**src/rtl/egress_if.sv**
```systemverilog
// Packet handshake bundle between the switch core, an egress buffer and its port consumer.
interface egress_if #(
    parameter int PACKET_WIDTH = 16
);
    logic                    in_valid;
    logic [PACKET_WIDTH-1:0] in_data;
    logic                    out_valid;
    logic [PACKET_WIDTH-1:0] out_data;
    logic                    out_ready;

    modport master (output in_valid, in_data, out_ready, input out_valid, out_data);
    modport slave  (input in_valid, in_data, out_ready, output out_valid, out_data);
endinterface

```
**src/rtl/egress_buffer.sv**
```systemverilog
// Per-port egress FIFO: accepts packets targeted at PORT_ID, presents them to the port consumer.
// Define EGRESS_STATS_EN to build the drop/misroute statistics counters.
module egress_buffer #(
    parameter int DEPTH        = 8,
    parameter int PACKET_WIDTH = 16,
    parameter int PORT_ID      = 0
) (
    input  logic                         clk,
    input  logic                         rst,
    egress_if.slave                      bus,
    input  logic                         flush,
    output logic [$clog2(DEPTH+1)-1:0]   fifo_count,
    output logic                         full,
    output logic                         empty,
    output logic [15:0]                  drop_cnt,
    output logic [15:0]                  misroute_cnt
);
    localparam int AW = $clog2(DEPTH);
    localparam int CW = $clog2(DEPTH+1);

    typedef enum logic [1:0] {IDLE, SEND, FLUSH} state_t;

    state_t                  state_reg, state_next;
    logic [AW-1:0]           wr_ptr_reg, rd_ptr_reg;
    logic [CW-1:0]           count_reg;
    logic [PACKET_WIDTH-1:0] mem [DEPTH];

    logic match, flushing, at_full, push, pop;

    assign match    = bus.in_data[4+PORT_ID];
    // The flush input takes effect on the very edge it is seen, before the state reaches FLUSH.
    assign flushing = flush || (state_reg == FLUSH);
    assign at_full  = (count_reg == CW'(DEPTH));
    assign push     = bus.in_valid && match && !flushing && !at_full;
    assign pop      = (state_reg == SEND) && bus.out_ready;

    always_ff @(posedge clk or posedge rst) begin
        if (rst) begin
            state_reg  <= IDLE;
            wr_ptr_reg <= '0;
            rd_ptr_reg <= '0;
            count_reg  <= '0;
        end else begin
            state_reg <= state_next;
            if (flush) begin
                wr_ptr_reg <= '0;
                rd_ptr_reg <= '0;
                count_reg  <= '0;
            end else begin
                if (push)
                    wr_ptr_reg <= (wr_ptr_reg == AW'(DEPTH-1)) ? '0 : wr_ptr_reg + 1'b1;
                if (pop)
                    rd_ptr_reg <= (rd_ptr_reg == AW'(DEPTH-1)) ? '0 : rd_ptr_reg + 1'b1;
                count_reg <= count_reg + CW'(push) - CW'(pop);
            end
        end
    end

    // Storage carries no reset; validity is tracked entirely by the pointers and count.
    always_ff @(posedge clk) begin
        if (push)
            mem[wr_ptr_reg] <= bus.in_data;
    end

    always_comb begin
        state_next = state_reg;
        if (flush) begin
            state_next = FLUSH;
        end else begin
            case (state_reg)
                IDLE:    if (push) state_next = SEND;
                SEND:    if (pop && !push && count_reg == CW'(1)) state_next = IDLE;
                FLUSH:   state_next = IDLE;
                default: state_next = IDLE;
            endcase
        end
    end

    // Head entry is presented in the same cycle it lands, giving one-cycle push-to-valid latency.
    assign bus.out_valid = (state_reg == SEND);
    assign bus.out_data  = bus.out_valid ? mem[rd_ptr_reg] : '0;
    assign fifo_count    = count_reg;
    assign full          = at_full;
    assign empty         = (count_reg == '0);

`ifdef EGRESS_STATS_EN
    logic        drop_ev, mis_ev;
    logic [15:0] drop_cnt_reg, mis_cnt_reg;

    assign drop_ev = bus.in_valid && match && (flushing || at_full);
    assign mis_ev  = bus.in_valid && !match;

    always_ff @(posedge clk or posedge rst) begin
        if (rst) begin
            drop_cnt_reg <= '0;
            mis_cnt_reg  <= '0;
        end else begin
            if (drop_ev && drop_cnt_reg != 16'hFFFF)
                drop_cnt_reg <= drop_cnt_reg + 16'd1;
            if (mis_ev && mis_cnt_reg != 16'hFFFF)
                mis_cnt_reg <= mis_cnt_reg + 16'd1;
        end
    end

    assign drop_cnt     = drop_cnt_reg;
    assign misroute_cnt = mis_cnt_reg;
`else
    assign drop_cnt     = 16'd0;
    assign misroute_cnt = 16'd0;
`endif

endmodule
```
**src/flat_wrapper.sv**
```systemverilog
// flat-port wrapper written by rule: the top's interface ports become plain ports
module egress_buffer_flat 
#(
    parameter int DEPTH        = 8,
    parameter int PACKET_WIDTH = 16,
    parameter int PORT_ID      = 0
)
  (clk, rst, flush, fifo_count, full, empty, drop_cnt, misroute_cnt, bus_in_valid, bus_in_data, bus_out_ready, bus_out_valid, bus_out_data);
  egress_if #(.PACKET_WIDTH(PACKET_WIDTH)) bus_i ();
  input  logic clk;
  input  logic rst;
  input  logic flush;
  output logic [$clog2(DEPTH+1)-1:0] fifo_count;
  output logic full;
  output logic empty;
  output logic [15:0] drop_cnt;
  output logic [15:0] misroute_cnt;
  input wire logic [$bits(bus_i.in_valid)-1:0] bus_in_valid;
  input wire logic [$bits(bus_i.in_data)-1:0] bus_in_data;
  input wire logic [$bits(bus_i.out_ready)-1:0] bus_out_ready;
  output wire logic [$bits(bus_i.out_valid)-1:0] bus_out_valid;
  output wire logic [$bits(bus_i.out_data)-1:0] bus_out_data;
  assign bus_i.in_valid = bus_in_valid;
  assign bus_i.in_data = bus_in_data;
  assign bus_i.out_ready = bus_out_ready;
  assign bus_out_valid = bus_i.out_valid;
  assign bus_out_data = bus_i.out_data;
  egress_buffer #(.DEPTH(DEPTH), .PACKET_WIDTH(PACKET_WIDTH), .PORT_ID(PORT_ID)) u_core (.clk(clk), .rst(rst), .bus(bus_i), .flush(flush), .fifo_count(fifo_count), .full(full), .empty(empty), .drop_cnt(drop_cnt), .misroute_cnt(misroute_cnt));
endmodule
```
**config.mk**
```make
export PLATFORM = sky130hd
export DESIGN_NAME = egress_buffer_flat
export DESIGN_NICKNAME = d
export VERILOG_FILES = /design/src/rtl/egress_if.sv /design/src/rtl/egress_buffer.sv /design/src/flat_wrapper.sv
export SDC_FILE = /design/constraint.sdc
export NUM_CORES = 1
export LEC_CHECK = 0
export CORE_UTILIZATION = 45
export DETAILED_ROUTE_END_ITERATION = 8
export HOLD_SLACK_MARGIN = 0.08
export PLACE_DENSITY = 0.78
export SLEW_MARGIN = 0
export SYNTH_ARGS = -nofsm -noshare
export SYNTH_HDL_FRONTEND = slang
export SYNTH_SLANG_ARGS = --single-unit
```
**constraint.sdc**
```tcl
create_clock -name clk -period 2.4 [get_ports clk]
set_clock_uncertainty 0.05 [all_clocks]
set_input_delay 0.48 -clock clk [delete_from_list [all_inputs] [get_ports clk]]
set_output_delay 0.48 -clock clk [all_outputs]
set_load 0.01 [all_outputs]
```
### Yosys cells after proc, flatten, opt, wreduce, memory -nomap -nowiden

Memory sizes are Yosys's and may differ from the RTL's.
Index checks and enable logic that the tools add are counted.

| storage, ports and cells | value |
|---|---|
| flip-flop bits (word level) | 12 |
| RAM bits | 128 |
| input port bits | 21 |
| output and inout port bits | 55 |
| logic and storage cells | 46 |
| memories kept | 1 |

Memory list:

| name | depth | width | rd ports | clocked after memory_dff | wr ports | RTL line | text |
|---|---|---|---|---|---|---|---|
| u_core.mem | 8 | 16 | 1 | 0 | 1 | egress_buffer.sv:26 | `logic [PACKET_WIDTH-1:0] mem [DEPTH];` |

| cells by class | value |
|---|---|
| add/subtract/negate cells | 4 |
| equality and inequality tests | 8 |
| muxes and demuxes | 14 |
| reduce and logical (&&, ||, !) cells | 15 |

Operators by type and width:

| operator | number |
|---|---|
| $mux 3 | 6 |
| $mux 16 | 1 |
| $add 3x1->3 const B | 2 |
| $eq 3x3->1 const B | 2 |
| $logic_and 1x1->1 | 6 |
| $mux 2 | 3 |
| $add 4x1->4 | 1 |
| $eq 4x1->1 const B | 1 |
| $eq 4x4->1 const B | 1 |
| $logic_not 4->1 | 1 |
| $mux 4 | 1 |
| $pmux 2 s2 | 1 |
| $reduce_bool 2->1 | 2 |
| $sub 4x1->4 | 1 |
| $logic_not 1->1 | 3 |
| $ne 3x2->1 const B | 1 |
| $ne 3x3->1 const B | 1 |
| $eq 2x1->1 const B | 1 |
| $eq 2x2->1 const B | 1 |
| $logic_not 2->1 | 1 |
| $mux 1 | 2 |
| $reduce_and 2->1 | 1 |
| $logic_or 1x1->1 | 1 |

### Depth between registers and ports, before layout

| logic depth | value |
|---|---|
| word-level depth | 11 |
| depth in mapped cells | 9 |
| gate-level depth less buffers | 9 |

### Least setup slack after synthesis

No wires, ideal clock.

| path | value |
|---|---|
| kind | reg2reg |
| start | reg u_core.count_reg[2] (netlist: u_core.fifo_count[2]) |
| end | mem u_core.mem[2][0], enable pin |
| setup time | 409 ps |
| data arrival time | 2,194 ps |
| required time | 1,941 ps |
| setup slack | -254 ps |
| stages on the path, launching flop included | 6 |
| buffers on the path | 0 |
| clock period less this slack | 2,654 ps |
| cell sequence | dfrtp_1 -> inv_1 -> ha_1 -> or3b_4 -> nand3_1 -> nor3_1 |

| on the way | value |
|---|---|
| cells in the longest elaborated chain, start to end | 5 |

Ends and longest elaborated chain:

| item | RTL line | text |
|---|---|---|
| from (decl) | egress_buffer.sv:25 | `logic [CW-1:0] count_reg;` |
| from (signal assigned) | egress_buffer.sv:54 | `count_reg <= count_reg + CW'(push) - CW'(pop);` |
| $eq 4x4->1 | egress_buffer.sv:33 | `assign at_full = (count_reg == CW'(DEPTH));` |
| $logic_not 1->1 | egress_buffer.sv:34 | `assign push = bus.in_valid && match && !flushing && !at_full;` |
| $logic_and 1x1->1 | egress_buffer.sv:34 |  |
| $mux 1 | egress_buffer.sv:61 | `if (push)` |
| $mux 1 (implied by the code) | egress_buffer.sv:62 | `mem[wr_ptr_reg] <= bus.in_data;` |
| to (decl) | egress_buffer.sv:26 |  |

No other way between the ends.

### Final worst setup path

| path | value |
|---|---|
| start | reg u_core.rd_ptr_reg[0] |
| end | out bus_out_data[10] |

| on the way | value |
|---|---|
| cells in the longest elaborated chain, start to end | 2 |

Ends and longest elaborated chain:

| item | RTL line | text |
|---|---|---|
| from (decl) | egress_buffer.sv:24 | `logic [AW-1:0] wr_ptr_reg, rd_ptr_reg;` |
| from (signal assigned) | egress_buffer.sv:53 | `rd_ptr_reg <= (rd_ptr_reg == AW'(DEPTH-1)) ? '0 : rd_ptr_reg + 1'b1;` |
| $mem_v2 8x16 | n/a |  |
| $mux 16 | egress_buffer.sv:81 | `assign bus.out_data = bus.out_valid ? mem[rd_ptr_reg] : '0;` |
| to (decl) | flat_wrapper.sv:22 | `output wire logic [$bits(bus_i.out_data)-1:0] bus_out_data;` |

No other way between the ends.

==> impl_metrics.toml <==
[status]
status = "finished, violations left"
failed_checks = "negative setup slack"

[clock_network]
htree_levels = 4
tritoncts = "done"
clkLatencyLatePin_ns = 0.41
cts_buffers = 17
cts.sinks = 140
cts-root-buf = "clkbuf_16"
path_clk_slew_ns = 0.06
clk_path_buf_depth = 2

[timing]
layout_min_cycle_time_ns = 2.50
final.period_utilization_pct = 104
hold_viol_final = 0
setup_viol = 12
worst_hold_slack_ns = 0.338
grt_setup_unrepaired = "true"
finalWorstSetupSlack_ns = -0.105
tightest_slew_ns = 0.499
fmax_mhz = 399
slew_headroom_pct = 66.7
drv_slew = 0
fin_setup_tns_ns = -0.458

[job]
cap_viol_max_count = 0

[drt]
antenna_left = 0
firstDrtPassIters = 5
wl_per_cell_um = 19.5
drtIter0Drc = 262
vias_per_cell = 5.36
wl_um = 13400
num_vias = 3681
drc_errors = 0

[logic_synthesis]
mappedNetlistArea_um2 = 6110
ys_types = 39
synth_commonest_cells = "128 x edfxtp_1, 49 x mux2_2, 37 x buf_4"
ys_seq_area_share_pct = 67.9
ys_ff_latch = 140
yosysTopAreaCellShare_pct = 63.0
ys.flop_type = "edfxtp_1"
synth_cells = 401
synth_most_common_cell = "edfxtp_1"
synth_top_cell_by_area = "edfxtp_1"
yosys_warnings = 0
syn_avg_cell_area_um2 = 15.2
async_flop_share_pct = 8.57
synth.area.top_cells = "edfxtp_1 63%, mux2_2 9.0%, dfrtp_1 4.9%"
synth_edf_count = 128

[placed_design]
port_buffers = 43
pre_cts_ws_ns = -0.0648
place.gp.congestion = 0.785
hpwl_um = 7670

[critical_path]
path_cells = "buf_12 > buf_12 > buf_16 > buf_8 > mux2_2 > o22ai_2 > nor3_2 > buf_2"
path_class = "reg -> out"
slowest_delay_ns = 0.41
worstPathRequired_ns = 1.87
cp-start-kind = "flip-flop"
slowest_stage = "dfrtp_2"
cp_common_cell = "buf_12"
arrival_ns = 1.97
worstPathMaxFanout = 7
cp-end-kind = "primary output"

[layout]
top_register = "u_core.mem"
fin_util_pct = 59.6
finish.net_count = 530
layout-drive-gt1-share_pct = 38.6
n_antenna_cell = 0
largest_reg_flops = 128
area_delta_synth_final_pct = 29.2

[die]
placementRows = 42
core-area_um2 = 13200
die-area_um2 = 14000
start_util_pct = 46.1
boundaryPins = 76
dieWidth_um = 118
die_h_um = 118

[grt]
first_global_vias = 3851
grt-ovfl-total = 0
grt_max_degree = 19
grt_usage_pct = 20.2
grt_antenna_before_repair = 0
grt_pass1_wl_um = 20600

[power]
vdd_ir_drop_max_mv = 0.473
leakage_nw = 2.85
power_density_nw_per_um2 = 698

[hold_path]
hp-class = "in -> async"
-- through the flow --
step | area, um^2 | instances | power, W
final | 7890 | 687 | 0.00551
after global routing | 7890 | 687 | 0.00566
after CTS | 7770 | 685 | 0.00553
after detailed placement | 6880 | 638 | 0.00298
after global placement | 6880 | 638 | 0.00297
after floorplan | 6220 | 432 | 0.00290
-- path summary, 6_finish.rpt --
path	from	to	slack, ns	cells after the start
max in group asynchronous	rst	u_core.rd_ptr_reg[0]$_DFFE_PP0P_	1.60	2
max	u_core.rd_ptr_reg[0]$_DFFE_PP0P_	bus_out_data[10]	-0.10	8
min	rst	u_core.fifo_count[2]$_DFF_PP0_	0.34	2
max reg2reg	u_core.fifo_count[2]$_DFF_PP0_	u_core.fifo_count[3]$_DFF_PP0_	0.14	9
min reg2reg	u_core.state_reg[1]$_DFFE_PP0P_	u_core.state_reg[0]$_DFFE_PP0P_	0.52	2
min in group clk	u_core.state_reg[1]$_DFFE_PP0P_	u_core.state_reg[0]$_DFFE_PP0P_	0.52	2
-- cell type report --
| cell class | count | area, um^2 |
|---|---|---|
| Tap cell | 176 | 220 |
| Multi-Input combinational cell | 230 | 1890 |
| Fill cell | 973 | 5350 |
| Timing Repair Buffer | 100 | 1020 |
| Clock inverter | 13 | 151 |
| Sequential cell | 140 | 4150 |
| Clock buffer | 18 | 429 |
| Inverter | 10 | 37.5 |
-- layout by cell type (no fill, tap or decap), types with 3 or more instances in the layout --
| cell type | instances |
|---|---|
| edfxtp_1 | 128 |
| mux2_2 | 41 |
| buf_4 | 37 |
| conb_1 | 32 |
| clkdlybuf4s50_1 | 26 |
| nor2b_1 | 18 |
| clkbuf_16 | 18 |
| buf_2 | 16 |
| nor3_2 | 14 |
| a211oi_1 | 11 |
| dfrtp_1 | 10 |
| inv_1 | 9 |
| ha_1 | 9 |
| buf_12 | 9 |
| nor2_1 | 8 |
| o22ai_2 | 8 |
| o21ai_2 | 8 |
| mux2_4 | 8 |
| a211oi_2 | 6 |
| o22ai_1 | 6 |
| nor3_1 | 6 |
| and3_1 | 6 |
| clkinvlp_4 | 6 |
| nand2_1 | 5 |
| a21oi_1 | 5 |
| o21ai_1 | 5 |
| nand2b_1 | 4 |
| o21ai_0 | 4 |
| buf_6 | 4 |
| nand4_1 | 3 |
| o31ai_1 | 3 |
| nor2b_2 | 3 |
| bufinv_16 | 3 |
| clkinv_1 | 3 |
| buf_16 | 3 |
-- cells by family (layout without fill, tap and decap cells) --
group | count (synthesis) | count (layout) | share of synthesized area [%]
DFF | 140 | 140 | 67.9
and+or+nand+nor | 77 | 77 | 7.27
buffers and inverters | 62 | 141 | 7.05
AOI/OAI and AO/OA | 59 | 59 | 6.11
muxes | 49 | 49 | 9.04
adders and majority gates | 10 | 10 | 2.17
xor gates and xnor gates | 3 | 3 | 0.430
other | 1 | 32 | 0.0614
-- per-layer routing --
metal / track usage, % / wire (um) / up-vias
met2: 34.7 / 6830 / 194
met4: 9.65 / 339 / 0
met1: 23.8 / 5390 / 1798
met3: 4.73 / 861 / 33
li1: - / - / 1656
met5: 0 / 0 / -
-- report_power, final --
group	internal, W	switching (W)
clock	0.00161	0.000946
combinational	0.000116	0.000144
sequential	0.00268	0.0000100
-- timing repair --
action	CTS	global route
endpoints found under the setup margin	17	16
gates resized for setup	107	34
buffers inserted	11	3
hold endpoints to repair	0	0
pin swaps	13	8
hold buffers	0	0
cloned	5	1
-- critical path, delay by kind of cell (launching register included) --
| family | cells | cell delay, ns |
|---|---|---|
| flip-flops | 1 | 0.41 |
| AO/OA/AOI/OAI | 1 | 0.15 |
| AND/OR/NAND/NOR | 1 | 0.05 |
| buffers and inverters | 5 | 0.66 |
| multiplexers | 1 | 0.28 |
Note: power is estimated with default switching activity, not from simulation.
